==> config.mk <==
export PLATFORM = sky130hd
export DESIGN_NAME = route_compute_pipe
export DESIGN_NICKNAME = d
export VERILOG_FILES = /design/src/rtl/route_compute_pipe.sv
export SDC_FILE = /design/constraint.sdc
export NUM_CORES = 1
export LEC_CHECK = 0
export BUFFER_PORTS_ARGS = -buffer_cell sky130_fd_sc_hd__clkbuf_2
export CORE_ASPECT_RATIO = 1.2
export CORE_MARGIN = 5
export CORE_UTILIZATION = 61
export CTS_BUF_LIST = sky130_fd_sc_hd__clkbuf_2
export DETAILED_ROUTE_END_ITERATION = 8
export GPL_ROUTABILITY_DRIVEN = 0
export HOLD_SLACK_MARGIN = 0.05
export PLACE_DENSITY_LB_ADDON = 0.2
export SKIP_LAST_GASP = 1
export SLEW_MARGIN = 20
export SYNTH_ARGS = -nofsm -noshare
export SYNTH_HDL_FRONTEND = slang
export SYNTH_SLANG_ARGS = --single-unit
==> constraint.sdc <==
create_clock -name clock -period 10.7 [get_ports clock]
set_clock_uncertainty 0.15 [all_clocks]
set_input_delay 2.675 -clock clock [delete_from_list [all_inputs] [get_ports clock]]
set_output_delay 2.675 -clock clock [all_outputs]
set_load 0.005 [all_outputs]
==> src/rtl/route_compute_pipe.sv <==
// Parallel BLESS route computation: per-channel productive-direction matrix,
// age update and illegal-destination flag, registered with one cycle of latency.
module route_compute_lane #(
    parameter  int COORD_W = 2,
    parameter  int AGE_W   = 4,
    parameter  int TORUS   = 1,
    localparam int FLIT_W  = 1 + 4*COORD_W + AGE_W
) (
    input  logic [FLIT_W-1:0]  flit_i,
    input  logic [COORD_W-1:0] my_x_i,
    input  logic [COORD_W-1:0] my_y_i,
    input  logic [COORD_W-1:0] max_x_i,
    input  logic [COORD_W-1:0] max_y_i,
    output logic [FLIT_W-1:0]  flit_o,
    output logic [4:0]         rmat_o,
    output logic               err_o
);
    logic               vld;
    logic [COORD_W-1:0] dst_x, dst_y;
    logic [AGE_W-1:0]   age;
    logic [1:0]         xd, yd;

    assign vld   = flit_i[FLIT_W-1];
    assign dst_x = flit_i[AGE_W+COORD_W +: COORD_W];
    assign dst_y = flit_i[AGE_W +: COORD_W];
    assign age   = flit_i[AGE_W-1:0];

    // Returns {plus, minus}: plus = increasing coordinate (E/S), minus = decreasing (W/N).
    function automatic logic [1:0] axis_dir(input logic [COORD_W-1:0] dst,
                                            input logic [COORD_W-1:0] my,
                                            input logic [COORD_W-1:0] mx);
        logic [COORD_W:0] r, fwd, bwd;
        logic [1:0]       d;
        r   = {1'b0, mx} + (COORD_W+1)'(1);
        fwd = {1'b0, dst} - {1'b0, my};
        if (dst < my) fwd = fwd + r;
        bwd = r - fwd;
        d   = 2'b00;
        if (TORUS != 0) begin
            if (fwd == '0)      d = 2'b00;
            else if (fwd < bwd) d = 2'b10;
            else if (fwd > bwd) d = 2'b01;
            else                d = 2'b11;
        end else begin
            if (dst > my)       d = 2'b10;
            else if (dst < my)  d = 2'b01;
        end
        return d;
    endfunction

    always_comb begin
        flit_o = flit_i;
        rmat_o = '0;
        err_o  = 1'b0;
        xd     = axis_dir(dst_x, my_x_i, max_x_i);
        yd     = axis_dir(dst_y, my_y_i, max_y_i);
        if (vld) begin
            flit_o[AGE_W-1:0] = (&age) ? age : age + AGE_W'(1);
            err_o = (dst_x > max_x_i) || (dst_y > max_y_i);
            if (!err_o) begin
                if (dst_x == my_x_i && dst_y == my_y_i) rmat_o[4] = 1'b1;
                else rmat_o[3:0] = {xd[0], xd[1], yd[1], yd[0]};
            end
        end
    end
endmodule

module route_compute_pipe #(
    parameter  int COORD_W = 2,
    parameter  int AGE_W   = 4,
    parameter  int N_CH    = 4,
    parameter  int TORUS   = 1,
    localparam int FLIT_W  = 1 + 4*COORD_W + AGE_W
) (
    input  logic                   clock,
    input  logic                   reset,
    input  logic                   stall,
    input  logic [COORD_W-1:0]     my_x,
    input  logic [COORD_W-1:0]     my_y,
    input  logic [COORD_W-1:0]     max_x,
    input  logic [COORD_W-1:0]     max_y,
    input  logic [N_CH*FLIT_W-1:0] flit_in,
    output logic [N_CH*FLIT_W-1:0] flit_out,
    output logic [N_CH*5-1:0]      rmatrix,
    output logic [N_CH-1:0]        err,
    output logic [15:0]            flit_count
);
    logic [N_CH-1:0][FLIT_W-1:0] flit_in_a, flit_d, flit_q;
    logic [N_CH-1:0][4:0]        rmat_d, rmat_q;
    logic [N_CH-1:0]             err_d, err_q;
    logic [15:0]                 cnt_d, cnt_q;
    logic [16:0]                 cnt_sum;

    assign flit_in_a = flit_in;

    for (genvar c = 0; c < N_CH; c++) begin : g_lane
        route_compute_lane #(
            .COORD_W(COORD_W), .AGE_W(AGE_W), .TORUS(TORUS)
        ) u_lane (
            .flit_i  (flit_in_a[c]),
            .my_x_i  (my_x),
            .my_y_i  (my_y),
            .max_x_i (max_x),
            .max_y_i (max_y),
            .flit_o  (flit_d[c]),
            .rmat_o  (rmat_d[c]),
            .err_o   (err_d[c])
        );
    end

    // One extra bit catches overflow so the counter can clamp instead of wrapping.
    always_comb begin
        cnt_sum = {1'b0, cnt_q};
        for (int c = 0; c < N_CH; c++) cnt_sum = cnt_sum + 17'(flit_in_a[c][FLIT_W-1]);
        cnt_d = cnt_sum[16] ? 16'hFFFF : cnt_sum[15:0];
    end

    always_ff @(posedge clock) begin
        if (reset) begin
            flit_q <= '0;
            rmat_q <= '0;
            err_q  <= '0;
            cnt_q  <= '0;
        end else if (!stall) begin
            flit_q <= flit_d;
            rmat_q <= rmat_d;
            err_q  <= err_d;
            cnt_q  <= cnt_d;
        end
    end

    assign flit_out   = flit_q;
    assign rmatrix    = rmat_q;
    assign err        = err_q;
    assign flit_count = cnt_q;
endmodule
## Word level (Yosys, flattened, before mapping)

Cells that the tools add are included.

- Add/sub/neg operators: 34
- $lt $le $gt $ge: 32
- Equality and inequality tests: 8
- Muxes and demuxes: 61
- Reductions and logical operators: 20

Operators by type and width:

| cell | number |
|---|---|
| $add A17 B1 Y17 | 3 |
| $mux W2 | 24 |
| $mux W4 | 12 |
| $mux W5 | 8 |
| $add A3 B3 Y3 | 8 |
| $gt A3 B3 Y1 | 8 |
| $logic_not A3 Y1 | 8 |
| $lt A3 B3 Y1 | 8 |
| $mux W3 | 8 |
| $sub A2 B2 Y3 | 8 |
| $sub A3 B3 Y3 | 8 |
| $add A16 B1 Y17 | 1 |
| $add A4 B1 Y4 const B | 4 |
| $eq A2 B2 Y1 | 8 |
| $gt A2 B2 Y1 | 8 |
| $lt A2 B2 Y1 | 8 |
| $mux W16 | 1 |
| $reduce_and A4 Y1 | 4 |
| $mux W1 | 8 |
| $add A2 B1 Y3 const B | 2 |
| $logic_and A1 B1 Y1 | 4 |
| $logic_or A1 B1 Y1 | 4 |

- Bits in registers: 92
- Input port bits: 63
- Output and inout port bits: 92
- Logic and storage cells: 165

## Logic depth before layout (Yosys ltp)

- Depth after elaboration: 11
- Gate-level depth with buffers: 15
- Mapped depth without buffers: 15

## Cells and area by module

From an unflattened synthesis, not the netlist that was laid out.

- Cells, all modules: 845
- Area, all modules: 7368.3 sq um

Modules (own cells, without submodules):

| module | instances | cells an instance | area each (sq um) | sequential area each (sq um) |
|---|---|---|---|---|
| route_compute_pipe | 1 | 344 | 3518.4 | 1841.8 |
| route_compute_lane (g_lane[0].u_lane ...) | 3 | 125 | 965.9 | 0.0 |
| route_compute_lane (g_lane[3].u_lane) | 1 | 126 | 952.2 | 0.0 |

## Worst setup path before layout

OpenSTA, ideal clock, no wires.

- Kind: input-to-reg
- Start point: input flit_in[43]
- End point: register rmat_q (netlist bit rmatrix[16])
- Arrival: 5.605 ns
- Slack: 4.849 ns
- Stages: 14
- Path buffers: 0
- Cells stage by stage: inv_1 ha_1 fa_1 inv_1 fa_1 a21o_1 inv_1 fa_1 inv_1 ha_1 nor2b_1 o21a_1 o21a_1 a221oi_1

- Longest elaborated chain between the ends: 11
- Elaborated cells between the ends (all ways): 18
- Classes of those cells: add/sub (3); order compare (4); eq/ne (1); mux (7); reduce/logical (3)

Ends and longest elaborated chain:

| what | line | RTL |
|---|---|---|
| start: declaration | 82 | `input logic [N_CH*FLIT_W-1:0] flit_in,` |
| $sub A2 B2 Y3 | 35 | `fwd = {1'b0, dst} - {1'b0, my};` |
| $add A3 B3 Y3 | 36 | `if (dst < my) fwd = fwd + r;` |
| $mux W3 | 36 |  |
| $sub A3 B3 Y3 | 37 | `bwd = r - fwd;` |
| $gt A3 B3 Y1 | 42 | `else if (fwd > bwd) d = 2'b01;` |
| $mux W2 | 42 |  |
| $mux W2 | 41 | `else if (fwd < bwd) d = 2'b10;` |
| $mux W2 | 40 | `if (fwd == '0) d = 2'b00;` |
| $mux W4 | 61 | `if (dst_x == my_x_i && dst_y == my_y_i) rmat_o[4] = 1'b1;` |
| $mux W5 (*) | 60 | `if (!err_o) begin` |
| $mux W5 (*) | 57 | `if (vld) begin` |
| end signal: assignment | 126 | `rmat_q <= rmat_d;` |
| end: declaration | 89 | `logic [N_CH-1:0][4:0] rmat_d, rmat_q;` |

Every way passes the cells marked *; elsewhere a longest branch is shown, timed or not.
A chain may end at the register's enable or synchronous reset.

## Worst setup path after layout

- Start point: input my_x[0]
- End point: register rmat_q (netlist bit rmatrix[7])

- Longest elaborated chain between the ends: 11
- Elaborated cells between the ends (all ways): 16
- Classes of those cells: add/sub (3); order compare (3); eq/ne (1); mux (7); reduce/logical (2)

Ends and longest elaborated chain:

| what | line | RTL |
|---|---|---|
| start: declaration | 78 | `input logic [COORD_W-1:0] my_x,` |
| $sub A2 B2 Y3 | 35 |  |
| $add A3 B3 Y3 | 36 |  |
| $mux W3 | 36 |  |
| $sub A3 B3 Y3 | 37 |  |
| $gt A3 B3 Y1 | 42 |  |
| $mux W2 | 42 |  |
| $mux W2 | 41 |  |
| $mux W2 | 40 |  |
| $mux W4 (*) | 61 |  |
| $mux W5 (*) | 60 |  |
| $mux W5 (*) | 57 |  |

Marks and branches as above.

==> flow_metrics.env <==
export IMPL_status="finished clean"
export IMPL_area_growth_pct=13.53
export IMPL_wl_per_cell_um=15.13
export IMPL_setup_viol=0
export IMPL_grt_pass1_vias=5895
export IMPL_fp_dieArea_mm2=0.01338
export IMPL_cts_root_buf="clkbuf_2"
export IMPL_cp_start_kind="input pin"
export IMPL_synth_edf_count=0
export IMPL_via_per_inst=5.578
export IMPL_power_density_mw_per_mm2=116.8
export IMPL_die_h_um=125.7
export IMPL_fillCellCount=892
export IMPL_synthXorXnorAreaFrac_pct=3.218
export IMPL_numCtsBuffers=9
export IMPL_period_needed_ns=5.615
export IMPL_seq_area_frac_synth_pct=27.06
export IMPL_reg2reg_depth=7
export IMPL_portBuffers=154
export IMPL_slew_violations=0
export IMPL_relSlewSlack_pct=33.97
export IMPL_grt_total_usage_pct=24.21
export IMPL_nets=1094
export IMPL_clock_sinks=92
export IMPL_rrSetupSlack_ns=8.27
export IMPL_met3_usage_pct=5.220
export IMPL_finish_instance_area_mm2=0.007726
export IMPL_die_w_um=106.4
export IMPL_synth_simple_area_share_pct=21.01
export IMPL_area_sequential_mm2=0.001842
export IMPL_dp_slack_ns=4.501
export IMPL_fmax_mhz=178.1
export IMPL_rr_endpoint="flit_count[12]$_SDFFE_PP0N_"
export IMPL_rows=42
export IMPL_cp_required_ns=11.06
export IMPL_cap_violations=0
export IMPL_use_met2_pct=42.15
export IMPL_gr_max_usage_layer="met2"
export IMPL_synth_warnings=0
export IMPL_multi_input_area_mm2=0.004544
export IMPL_regToRegStartpoint="flit_count[0]$_SDFFE_PP0N_"
export IMPL_grt_pass1_wl_mm=27.01
export IMPL_ys_ff_latch=92
export IMPL_dp_hpwl_mm=12.68
export IMPL_finalHoldViolCount=0
export IMPL_worstSetupEndpointType="flop"
export IMPL_synthAdderAreaFrac_pct=22.47
export IMPL_postPlaceCellArea_mm2=0.007635
export IMPL_synthArstFlopShare_pct=0
export IMPL_synthFlopType="dfxtp_1"
export IMPL_post_cts_resized=0
export IMPL_ys_types=50
export IMPL_met1_usage_pct=29.80
export IMPL_cp_endpoint="rmatrix[7]$_SDFFE_PP0N_"
export IMPL_grt_max_degree=101
export IMPL_synth_avg_cell_area_um2=8.614
export IMPL_power_ir_vdd_worst_v=0.00006846
export IMPL_num_antenna_cells=0
export IMPL_rsz0062_at_grt="false"
export IMPL_ant_nets=0
export IMPL_clockBufferDepth=2
export IMPL_layout_setup_ws_ns=5.086
export IMPL_htreeDepth=3
export IMPL_clkSlewWorstSetupHoldPaths_ns=0.27
export IMPL_syn_nets=959
export IMPL_first_iter_violations=263
export IMPL_synth_compound_area_share_pct=13.83
export IMPL_setup_tns_ns=0
export IMPL_hold_worst_slack_ns=0.3321
export IMPL_cts_tree="done"
export IMPL_syn_area_mm2=0.006805
export IMPL_netlist_instances=790
export IMPL_vias=5924
export IMPL_crit_fanout=4
export IMPL_synth_top_family_by_area="adder cells"
export IMPL_dr_pass1_iters=7
export IMPL_start_util_pct=61.96
export IMPL_arrival_ns=5.97
export IMPL_hp_class="reg2reg"
export IMPL_core_area_mm2=0.01098
export IMPL_hold_buffers=0
export IMPL_grt_ovfl_total=0
export IMPL_clock_latency_ns=0.59
export IMPL_finalCritPeriodShare_pct=52.47
export IMPL_worstMarginPinSlew_ns=0.9904
export IMPL_critPathLaunch="my_x[0]"
export IMPL_worst_setup_path_type="in2reg"
export IMPL_cts_setup_buffers=0
export IMPL_io_pin_count=155
export IMPL_muxShareOfSynthArea_pct=6.251
export IMPL_grt_antenna_before_repair=0
export IMPL_power_leakage_nw=3.774
export IMPL_routed_wl_mm=16.07
export IMPL_drcViolationCount=0
export IMPL_drive_gt1_share_pct=20.43
export IMPL_final_core_util_pct=70.35
state kept, by name, summed over array words and instances (netlist names):
signal and cells:
err 4, flit_count 16, flit_out 52, rmatrix 20
cells in the final DEF (no fill, tap or decap), drive strengths merged, types with 7 or more instances in the layout:
master | synthesis | final
nand4 | 18 | 18
nand3b | 8 | 8
inv | 79 | 79
a21oi | 29 | 29
o22ai | 7 | 7
clkbuf | 27 | 162
nand2 | 65 | 65
nand3 | 12 | 12
a22o | 8 | 8
and2 | 19 | 19
or3b | 9 | 9
fa | 27 | 27
o21a | 12 | 12
nor2 | 69 | 69
xnor2 | 20 | 20
nor3 | 13 | 13
mux2i | 38 | 38
a221oi | 10 | 10
nor2b | 21 | 21
ha | 79 | 79
dfxtp | 92 | 92
nand2b | 11 | 11
o21ai | 32 | 32
metal layers:
| metal | vias to the layer above | part of all wire (%) |
|---|---|---|
| li1 | 2993 | - |
| met1 | 2747 | 43 |
| met2 | 164 | 48 |
| met3 | 20 | 7.3 |
| met4 | 0 | 1.9 |
| met5 | - | 0 |
synthesized netlist by cell type, drive strengths merged, types with 6 or more instances:
library cell  instances  area [um2]
a21boi                6       45.04
a21o                  6       45.04
a21oi                29       145.1
a221oi               10       87.58
a22o                  8       70.07
a311oi                6       52.55
and2                 19       118.9
and4                  6       52.55
clkbuf               27       101.4
dfxtp                92        1842
fa                   27       540.5
ha                   79       988.5
inv                  79       296.5
mux2i                38       380.4
nand2                65       244.0
nand2b               11       68.82
nand3                12       60.06
nand3b                8       60.06
nand4                18       127.6
nand4b                6       52.55
nor2                 69       259.0
nor2b                21       131.4
nor3                 13       65.06
o21a                 12       90.09
o21ai                32       160.2
o22ai                 7       43.79
or3b                  9       78.83
xnor2                20       175.2
worst max-delay path: stages:
cell and delay, ns:
clkbuf_2 0.14, ha_1 0.22, fa_1 0.53, inv_1 0.08, fa_1 0.54, a21o_1 0.16, inv_1 0.06, fa_1 0.50
inv_1 0.05, ha_1 0.28, nor2b_1 0.13, o21a_1 0.18, o21a_1 0.16, a221oi_1 0.25
through the flow:
| step | std cells | power (mW) |
|---|---|---|
| 3_3_place_gp | 1046 | 0.7294 |
| 5_1_grt | 1062 | 0.9784 |
| 3_5_place_dp | 1046 | 0.7514 |
| 4_1_cts | 1062 | 0.9059 |
| 2_1_floorplan | 790 | 0.6497 |
| 6_report | 1062 | 0.9025 |
cells by family after synthesis:
logic type      Yosys count
simple gates            273
xor+xnor                 25
buf+inv                 111
compound gates          141
flops                    92
fa+ha+maj               106
mux                      42
worst min path at each step:
stage / from / end / cells past startpoint
after floorplan: flit_out[15]$_SDFFE_PP0N_ / flit_out[15]$_SDFFE_PP0N_ / 2
after global placement: rmatrix[9]$_SDFFE_PP0N_ / rmatrix[9]$_SDFFE_PP0N_ / 2
after detailed placement: rmatrix[19]$_SDFFE_PP0N_ / rmatrix[19]$_SDFFE_PP0N_ / 2
after CTS: rmatrix[19]$_SDFFE_PP0N_ / rmatrix[19]$_SDFFE_PP0N_ / 2
after global routing: err[0]$_SDFFE_PP0N_ / err[0]$_SDFFE_PP0N_ / 2
final: rmatrix[19]$_SDFFE_PP0N_ / rmatrix[19]$_SDFFE_PP0N_ / 2
power breakdown:
group	internal [mW]	switching [mW]
registers	0.362	0.0101
logic	0.175	0.200
clock network	0.0310	0.124
total	0.568	0.335
layout make-up:
cell class	count	share of cell area, %
multi-input cells	587	58.82
flip-flops and latches	92	23.84
repair buffers	155	10.14
inverters	80	3.887
well taps	132	2.138
clock buffers	10	0.6478
clock inverters	6	0.5344
No activity file was read; power rests on OpenSTA's default activity.
